[src/rtl/rf_wb_arb_defs.sv]
// Shared register-file header constants for the writeback path.
// Include-once guarded so any file may pull it in safely.
`ifndef RF_WB_ARB_DEFS_SV
`define RF_WB_ARB_DEFS_SV

`define REG_ADDR_W 5
`define DATA_W     32
`define REG_ZERO   5'd0

`endif

[src/rtl/rf_wb_arb_pkg.sv]
// Types, constants and helpers shared by the register-file write arbiter
// and its secondary-write queue.
`ifndef RF_WB_ARB_DEFS_SV
`include "rf_wb_arb_defs.sv"
`endif

package rf_wb_arb_pkg;

  localparam int REG_ADDR_W = `REG_ADDR_W;
  localparam int DATA_W     = `DATA_W;
  localparam int NUM_REGS   = 1 << REG_ADDR_W;

  localparam logic [REG_ADDR_W-1:0] REG_ZERO = `REG_ZERO;

  typedef logic [REG_ADDR_W-1:0] reg_addr_t;
  typedef logic [DATA_W-1:0]     reg_data_t;

  // Source feeding the registered write port in the next cycle.
  typedef enum logic [1:0] {
    SEL_NONE,
    SEL_WB,
    SEL_POP,
    SEL_BYPASS
  } wr_sel_e;

  // A write only counts when enabled and not aimed at the hardwired zero register.
  function automatic logic is_effective(input logic en, input reg_addr_t addr);
    return en && (addr != REG_ZERO);
  endfunction

endpackage

[src/rtl/rf_wb_fifo.sv]
// Circular queue of pending secondary register writes. Each slot carries a
// valid bit so a newer pipeline write can cancel a stale entry in place; a
// cancelled head is still dequeued but reported as not valid.
module rf_wb_fifo
  import rf_wb_arb_pkg::*;
#(
  parameter int DEPTH = 2
) (
  input  logic                     clk,
  input  logic                     reset_n,
  input  logic                     push,
  input  reg_addr_t                push_addr,
  input  reg_data_t                push_data,
  input  logic                     pop,
  input  logic                     kill_en,
  input  reg_addr_t                kill_addr,
  output logic [$clog2(DEPTH):0]   count,
  output logic                     head_valid,
  output reg_addr_t                head_addr,
  output reg_data_t                head_data,
  output logic [NUM_REGS-1:0]      pend_mask,
  output logic [$clog2(DEPTH):0]   kill_num
);

  localparam int PTR_W = $clog2(DEPTH);
  localparam int CNT_W = PTR_W + 1;

  logic [DEPTH-1:0] ent_valid;
  reg_addr_t        ent_addr [DEPTH];
  reg_data_t        ent_data [DEPTH];
  logic [PTR_W-1:0] head_ptr;
  logic [PTR_W-1:0] tail_ptr;
  logic [DEPTH-1:0] kill_hit;
  logic             do_pop;

  assign do_pop     = pop && (count != '0);
  assign head_valid = ent_valid[head_ptr];
  assign head_addr  = ent_addr[head_ptr];
  assign head_data  = ent_data[head_ptr];

  // Find live entries made stale by a newer write to the same register.
  always_comb begin
    kill_hit = '0;
    kill_num = '0;
    for (int i = 0; i < DEPTH; i++) begin
      kill_hit[i] = kill_en && ent_valid[i] && (ent_addr[i] == kill_addr);
      kill_num    = kill_num + CNT_W'(kill_hit[i]);
    end
  end

  // Flag every register that still has a live write waiting in the queue.
  always_comb begin
    pend_mask = '0;
    for (int i = 0; i < DEPTH; i++) begin
      if (ent_valid[i]) pend_mask[ent_addr[i]] = 1'b1;
    end
  end

  // Advance head/tail around the ring and track occupancy, including cancelled slots.
  always_ff @(posedge clk or negedge reset_n) begin
    if (!reset_n) begin
      head_ptr <= '0;
      tail_ptr <= '0;
      count    <= '0;
    end else begin
      if (do_pop) head_ptr <= head_ptr + PTR_W'(1);
      if (push)   tail_ptr <= tail_ptr + PTR_W'(1);
      case ({push, do_pop})
        2'b10:   count <= count + CNT_W'(1);
        2'b01:   count <= count - CNT_W'(1);
        default: count <= count;
      endcase
    end
  end

  // Valid bits: cancel stale entries, retire the head, then mark the new tail.
  always_ff @(posedge clk or negedge reset_n) begin
    if (!reset_n) begin
      ent_valid <= '0;
    end else begin
      for (int i = 0; i < DEPTH; i++) begin
        if (kill_hit[i]) ent_valid[i] <= 1'b0;
      end
      if (do_pop) ent_valid[head_ptr] <= 1'b0;
      if (push)   ent_valid[tail_ptr] <= 1'b1;
    end
  end

  // Payload storage; only meaningful while the matching valid bit is set.
  always_ff @(posedge clk) begin
    if (push) begin
      ent_addr[tail_ptr] <= push_addr;
      ent_data[tail_ptr] <= push_data;
    end
  end

endmodule

[src/rtl/rf_wb_arb.sv]
// Register-file write-port arbiter. The pipeline writeback always wins; a
// multi-cycle unit's writes are queued behind it, bypassed straight through
// when the port and queue are idle, and cancelled when the pipeline writes
// the same register later.
// Optional build macro RF_WB_ARB_STATS_EN adds stall_cnt / kill_cnt.
module rf_wb_arb
  import rf_wb_arb_pkg::*;
#(
  parameter int DEPTH = 2
) (
  input  logic                  clk,
  input  logic                  reset_n,
  input  logic                  wb_we,
  input  logic [REG_ADDR_W-1:0] wb_addr,
  input  logic [DATA_W-1:0]     wb_data,
  input  logic                  md_valid,
  input  logic [REG_ADDR_W-1:0] md_addr,
  input  logic [DATA_W-1:0]     md_data,
  output logic                  md_ready,
  output logic                  rf_we,
  output logic [REG_ADDR_W-1:0] rf_addr,
  output logic [DATA_W-1:0]     rf_data,
  output logic [NUM_REGS-1:0]   pend_mask
`ifdef RF_WB_ARB_STATS_EN
  ,
  output logic [15:0]           stall_cnt,
  output logic [15:0]           kill_cnt
`endif
);

  localparam int CNT_W = $clog2(DEPTH) + 1;
  localparam logic [CNT_W-1:0] DEPTH_CNT = CNT_W'(DEPTH);

  logic [CNT_W-1:0] q_count;
  logic [CNT_W-1:0] kill_num;
  logic             head_valid;
  reg_addr_t        head_addr;
  reg_data_t        head_data;

  logic      wb_eff;
  logic      md_accept;
  logic      md_drop_same;
  logic      do_pop;
  logic      do_push;
  wr_sel_e   sel;
  logic      rf_we_nxt;
  reg_addr_t rf_addr_nxt;
  reg_data_t rf_data_nxt;

  // Readiness looks only at registered occupancy, so a pop this cycle gives no credit.
  assign md_ready = (q_count < DEPTH_CNT);

  rf_wb_fifo #(
    .DEPTH(DEPTH)
  ) u_fifo (
    .clk       (clk),
    .reset_n   (reset_n),
    .push      (do_push),
    .push_addr (md_addr),
    .push_data (md_data),
    .pop       (do_pop),
    .kill_en   (wb_eff),
    .kill_addr (wb_addr),
    .count     (q_count),
    .head_valid(head_valid),
    .head_addr (head_addr),
    .head_data (head_data),
    .pend_mask (pend_mask),
    .kill_num  (kill_num)
  );

  // Pick the write source: pipeline first, then queue head, then direct bypass.
  always_comb begin
    wb_eff       = is_effective(wb_we, wb_addr);
    md_accept    = is_effective(md_valid, md_addr) && md_ready;
    md_drop_same = md_accept && wb_eff && (md_addr == wb_addr);
    sel          = SEL_NONE;
    do_pop       = 1'b0;
    do_push      = 1'b0;
    if (wb_eff) begin
      sel     = SEL_WB;
      do_push = md_accept && !md_drop_same;
    end else if (q_count != '0) begin
      sel     = SEL_POP;
      do_pop  = 1'b1;
      do_push = md_accept;
    end else if (md_accept) begin
      sel = SEL_BYPASS;
    end
  end

  // Form next write-port values; address/data hold when nothing is written.
  always_comb begin
    rf_we_nxt   = 1'b0;
    rf_addr_nxt = rf_addr;
    rf_data_nxt = rf_data;
    case (sel)
      SEL_WB: begin
        rf_we_nxt   = 1'b1;
        rf_addr_nxt = wb_addr;
        rf_data_nxt = wb_data;
      end
      SEL_POP: begin
        if (head_valid) begin
          rf_we_nxt   = 1'b1;
          rf_addr_nxt = head_addr;
          rf_data_nxt = head_data;
        end
      end
      SEL_BYPASS: begin
        rf_we_nxt   = 1'b1;
        rf_addr_nxt = md_addr;
        rf_data_nxt = md_data;
      end
      default: ;
    endcase
  end

  // Registered register-file write port.
  always_ff @(posedge clk or negedge reset_n) begin
    if (!reset_n) begin
      rf_we   <= 1'b0;
      rf_addr <= '0;
      rf_data <= '0;
    end else begin
      rf_we   <= rf_we_nxt;
      rf_addr <= rf_addr_nxt;
      rf_data <= rf_data_nxt;
    end
  end

`ifdef RF_WB_ARB_STATS_EN
  logic [16:0] kill_sum;

  assign kill_sum = {1'b0, kill_cnt} + 17'(kill_num) + 17'(md_drop_same);

  // Saturating counters of back-pressure cycles and cancelled secondary writes.
  always_ff @(posedge clk or negedge reset_n) begin
    if (!reset_n) begin
      stall_cnt <= '0;
      kill_cnt  <= '0;
    end else begin
      if (md_valid && !md_ready && (stall_cnt != 16'hFFFF)) stall_cnt <= stall_cnt + 16'd1;
      kill_cnt <= kill_sum[16] ? 16'hFFFF : kill_sum[15:0];
    end
  end
`else
  logic unused_kill_num;

  assign unused_kill_num = ^kill_num;
`endif

endmodule

[config.mk]
export PLATFORM = sky130hd
export DESIGN_NAME = rf_wb_arb
export DESIGN_NICKNAME = d
export VERILOG_FILES = /design/src/rtl/rf_wb_arb_pkg.sv /design/src/rtl/rf_wb_fifo.sv /design/src/rtl/rf_wb_arb.sv
export VERILOG_INCLUDE_DIRS = /design/src /design/src/rtl
export SDC_FILE = /design/constraint.sdc
export NUM_CORES = 1
export LEC_CHECK = 0
export ABC_AREA = 1
export CORE_ASPECT_RATIO = 0.7
export CORE_MARGIN = 1.5
export CORE_UTILIZATION = 45
export DETAILED_ROUTE_END_ITERATION = 6
export PLACE_DENSITY_LB_ADDON = 0.05
export SLEW_MARGIN = 20
export SYNTH_ARGS = -nofsm -noshare
export SYNTH_HDL_FRONTEND = slang
export SYNTH_SLANG_ARGS = --single-unit
[constraint.sdc]
create_clock -name clk -period 3 [get_ports clk]
set_input_delay 0.75 -clock clk [delete_from_list [all_inputs] [get_ports clk]]
set_output_delay 0.75 -clock clk [all_outputs]
set_load 0.1 [all_outputs]
Yosys cells after proc, flatten, opt, wreduce, memory -nomap -nowiden --
Memories as Yosys holds them, arrays and structs flattened. Index checks and enable logic that the tools add are counted.
Cells by class: shift operators 0, multiplexer cells 32, reductions and logical operators 23, eq/ne operators 9, bitwise gates (word level) 4, magnitude comparators 9, add/sub/neg operators 4, divide/modulo/power cells 0, multiply operators 0
Operators by type and width (count):
- 32-bit two-way mux | 3
- 32-bit one-hot mux with 3 select lines | 1
- 32-bit bitwise OR | 1
- 5-bit == test | 3
- 1-bit logical AND | 15
- 1-bit two-way mux | 15
- 5-bit one-hot mux with 3 select lines | 1
- 5-bit by 6-bit less-than comparator with 1-bit output, second input constant | 2
- 1-bit demux with 5-bit select | 2
- 5-bit by 1-bit greater-or-equal comparator with 1-bit output, second input constant | 2
- 2-bit two-way mux | 5
- 5-bit nonzero test | 2
- 2-bit == test, second input constant | 3
- 5-bit two-way mux | 1
- 2-bit by 1-bit == test with 1-bit output, second input constant | 2
- 1-bit by 2-bit less-than comparator with 1-bit output, second input constant | 2
- 2-bit one-hot mux with 2 select lines | 1
- 2-bit nonzero test | 2
- 3-bit nonzero test | 1
- 1-bit adder, second input constant | 2
- 2-bit by 1-bit adder with 2-bit output, second input constant | 1
- 2-bit AND | 1
- 1-bit demux with 1-bit select | 2
- 1-bit greater-or-equal comparator, second input constant | 2
- other kinds (9) | 9
Storage, ports and cells: output and inout bits 71, bits in writable memories 74, memory bits (read-only) 0, bits in latches 0, logic and storage cells 90, memories kept 2, flip-flop bits (word level) 44, input bits 78
Memory list:
- u_fifo.ent_data | depth 2, width 32, rd ports 1, clocked after memory_dff 0, wr ports 1, RTL line rf_wb_fifo.sv:30 | reg_data_t ent_data [DEPTH];
- u_fifo.ent_addr | depth 2, width 5, rd ports 3, clocked after memory_dff 0, wr ports 1, RTL line rf_wb_fifo.sv:29 | reg_addr_t ent_addr [DEPTH];

Logic depth before layout (Yosys ltp) --
word-level depth 10, gate-level depth with buffers 13, gate-level depth less buffers 12

Hierarchy --
A second synthesis with hierarchy kept.
Unflattened totals: cells, all modules 739, area total of the unflattened synthesis 6139.6 um^2
By module, submodules not included:
- rf_wb_fifo | area each 3657.3 um^2, instances 1, seq. area each 2372.3 um^2, cells each 375
- rf_wb_arb | area each 2482.4 um^2, instances 1, seq. area each 950.9 um^2, cells each 364

Worst setup path after synthesis --
OpenSTA, ideal clock, no wires.
kind register to output, from memory u_fifo.ent_addr[1][3] in the netlist's numbering, to output port pend_mask[4], path buffers 1, data required time 2250 ps, cell stages (with the launch flop) 5, data arrival time 2849 ps, slack -599 ps, path through edfxtp_1 > clkbuf_1 > inv_1 > nand3_1 > o21ai_0
RTL lines:
- start, declared | RTL line rf_wb_fifo.sv:29
- end, declared | RTL line rf_wb_arb.sv:23 | output logic [NUM_REGS-1:0] pend_mask

==> flow_metrics.py <==
metrics = {
    "layout": {
        "n_antenna_cell": 0,
        "drive_above_1_share": 0.169,
        "fill_cells": 1073,
        "fin_area_um2": 8560,
        "syn2layout_area_growth_pct": 41.4,
        "fin_nets": 942,
    },
    "hold_path": {
        "hold_path_class": "in -> async",
    },
    "clock_network": {
        "holdBufCountCts": 0,
        "clk_pin_slew_ps": 60,
        "cts_tree": "done",
        "clk_path_buf_depth": 2,
        "clk_latency_ps": 410,
        "htree_levels": 4,
        "cts_made_buffers": 17,
        "cts_resized": 0,
        "cts.sinks": 118,
        "cts-root-buf": "clkbuf_16",
        "postCtsSetupBuffers": 0,
    },
    "floorplan": {
        "start_util": 0.461,
        "pin_count": 149,
        "core_area_um2": 13100,
        "dieArea_um2": 14200,
        "rows": 35,
        "die_h_um": 100,
        "die_w_um": 142,
    },
    "sta": {
        "maxSlewViolCount": 0,
        "period_needed_ps": 2900,
        "rsz0062_at_grt": "no",
        "setup_viol": 0,
        "max_freq_ghz": 0.344,
        "slew_headroom": 0.628,
        "post-route-period-util": 0.968,
        "whs_ps": 319,
        "tightest_slew_ps": 558,
        "hold_viol": 0,
        "skew_ps": 9.47,
        "final.setup.worst_slack_ps": 95.4,
    },
    "yosys": {
        "synthDominantCellAreaShare": 0.367,
        "yosysTopAreaCell": "edfxtp_1",
        "synth_area_leaders": "edfxtp_1, dfrtp_1, nand2_1",
        "synthDistinctLibCells": 23,
        "synth-async-reset-ratio": 0.373,
        "yosys_most_used_dff": "edfxtp_1",
        "synth.most_common_cell": "nand2_1",
        "synth_area_um2": 6050,
        "avgSynthCellArea_um2": 8.43,
        "ys_seq_area_frac": 0.549,
        "synthCells": 718,
        "synth_edf_count": 74,
        "synth_warnings": 0,
        "synth_common_cells": "nand2_1, nand3_1, edfxtp_1, dfrtp_1, o21ai_0",
        "synth_fp_nets": 797,
        "synth_seq_cells": 118,
    },
    "route": {
        "wl_per_cell_um": 17.3,
        "ant_nets": 0,
        "dr.pass1.iters": 5,
        "drt_iter0_drc": 414,
        "drc": 0,
        "num_vias": 5663,
        "vias_per_cell": 5.43,
        "wl_um": 18000,
    },
    "power": {
        "leakagePower_nw": 3.73,
        "switchingPower_w": 0.00452,
        "seq_power_share": 0.269,
        "pwr-share-clk": 0.233,
        "ir_drop_mv": 0.747,
        "combPwrFrac": 0.499,
        "swShare": 0.495,
        "p_per_area_nw_per_um2": 1070,
        "p_int_w": 0.00461,
    },
    "critical_path": {
        "crit_fanout": 7,
        "critPathRequiredTime_ps": 2250,
        "reg2reg_to": "rf_data[16]$_DFFE_PN0P_",
        "cp-start-kind": "register",
        "end_kind": "output pin",
        "path_class": "reg -> out",
        "worstPathArrival_ps": 2150,
        "reg2reg_slack_ps": 1140,
        "reg2reg_depth": 8,
        "worstReg2RegStart": "u_fifo.head_ptr$_DFFE_PN0N_",
        "critPathLaunch": "u_fifo.ent_addr[0][2]$_DFFE_PP_",
    },
    "placement": {
        "gp_congestion": 0.978,
        "placed_area_um2": 7940,
        "dp_hpwl_um": 12100,
        "pre_cts_ws_ps": 125,
        "io_buffer_count": 148,
    },
    "run_status": {
        "status": "complete, no violations",
    },
    "global_route": {
        "gr-total-overflow": 0,
        "grt_max_degree": 50,
        "grt_pass1_vias": 5449,
        "antenna_found_initial": 0,
        "grt_pass1_wl_um": 28900,
        "grt.total_usage": 0.267,
    },
    "flow_run": {
        "maxCapViolations": 0,
    },
}
layer usage:
layer	routed length (µm)	track usage	part of all wire
met1	8350	0.386	0.46
met2	7990	0.406	0.44
met3	1410	0.0534	0.078
met4	260	0.0872	0.014
met5	0	0	0
worst max path at each step:
stage / to / depth (start not counted)
5_1_grt: pend_mask[21] / 5
2_1_floorplan: pend_mask[4] / 4
6_report: pend_mask[21] / 5
3_5_place_dp: rf_data[19]$_DFFE_PN0P_ / 10
3_3_place_gp: rf_data[19]$_DFFE_PN0P_ / 10
4_1_cts: pend_mask[21] / 5
cells by family (layout without fill, tap and decap cells):
kind of cell | count (synthesis) | in the layout | share of synthesized area
buffers and inverters | 74 | 232 | 0.0587
AND/OR/NAND/NOR | 475 | 475 | 0.343
XOR/XNOR | 9 | 9 | 0.0130
adder cells (fa/ha/maj) | 1 | 1 | 0.00207
flip-flops | 118 | 118 | 0.549
AO/OA/AOI/OAI | 41 | 41 | 0.0345
placed cells by master (no fill, tap or decap), types with 2 or more instances in the layout:
cell	n
inv_6	3
buf_4	58
clkdlybuf4s50_1	76
edfxtp_1	74
clkinv_4	3
inv_2	7
o21ai_0	30
nand2_2	3
nand3_2	10
nor2_1	9
clkinvlp_4	3
xor2_1	3
a21oi_1	2
nor3_1	12
buf_12	35
nand4_1	5
inv_1	23
nand2_1	278
o21ai_1	8
clkbuf_16	18
xnor2_1	6
nand3_1	156
dfrtp_1	43
bufinv_16	3
registers in the layout, indices dropped and copies added, names as in the netlist:
register / cells
u_fifo.ent_data: 64
u_fifo.ent_valid: 2
u_fifo.head_ptr: 1
u_fifo.count: 2
u_fifo.ent_addr: 10
rf_data: 32
u_fifo.tail_ptr: 1
rf_addr: 5
rf_we: 1
power by group through the flow:
stage	logic (W)	registers (W)	clock network, W
floorplan	0.00164	0.00419	0
global placement	0.00452	0.00247	0
detailed placement	0.00455	0.00248	0
CTS	0.00457	0.00245	0.00215
global route	0.00484	0.00251	0.00222
finish	0.00456	0.00245	0.00213
worst max-delay path, cell delays in order (launching register included):
cell and delay, ps:
edfxtp_1 540, inv_1 140, nor3_1 480, nand2_1 130, o21ai_0 220, buf_12 240
cell type report:
type                    count  area [µm²]  area share
inverters                  30         113      0.0132
well taps                 166         208      0.0243
flip-flops and latches    118        3320       0.388
clock inverters            13         169      0.0197
clock buffers              19         454      0.0530
multi-input cells         526        2390       0.280
repair buffers            170        1900       0.222
per-stage QoR:
step                      std cells  total power (W)  setup TNS [ps]   util
after CTS                      1042          0.00917               0  0.652
after global routing           1042          0.00957               0  0.652
after detailed placement       1010          0.00702               0  0.604
final                          1042          0.00914               0  0.652
after floorplan                 718          0.00583          -14300      -
after global placement         1010          0.00698               0  0.604
Note: power is estimated with default switching activity, not from simulation.
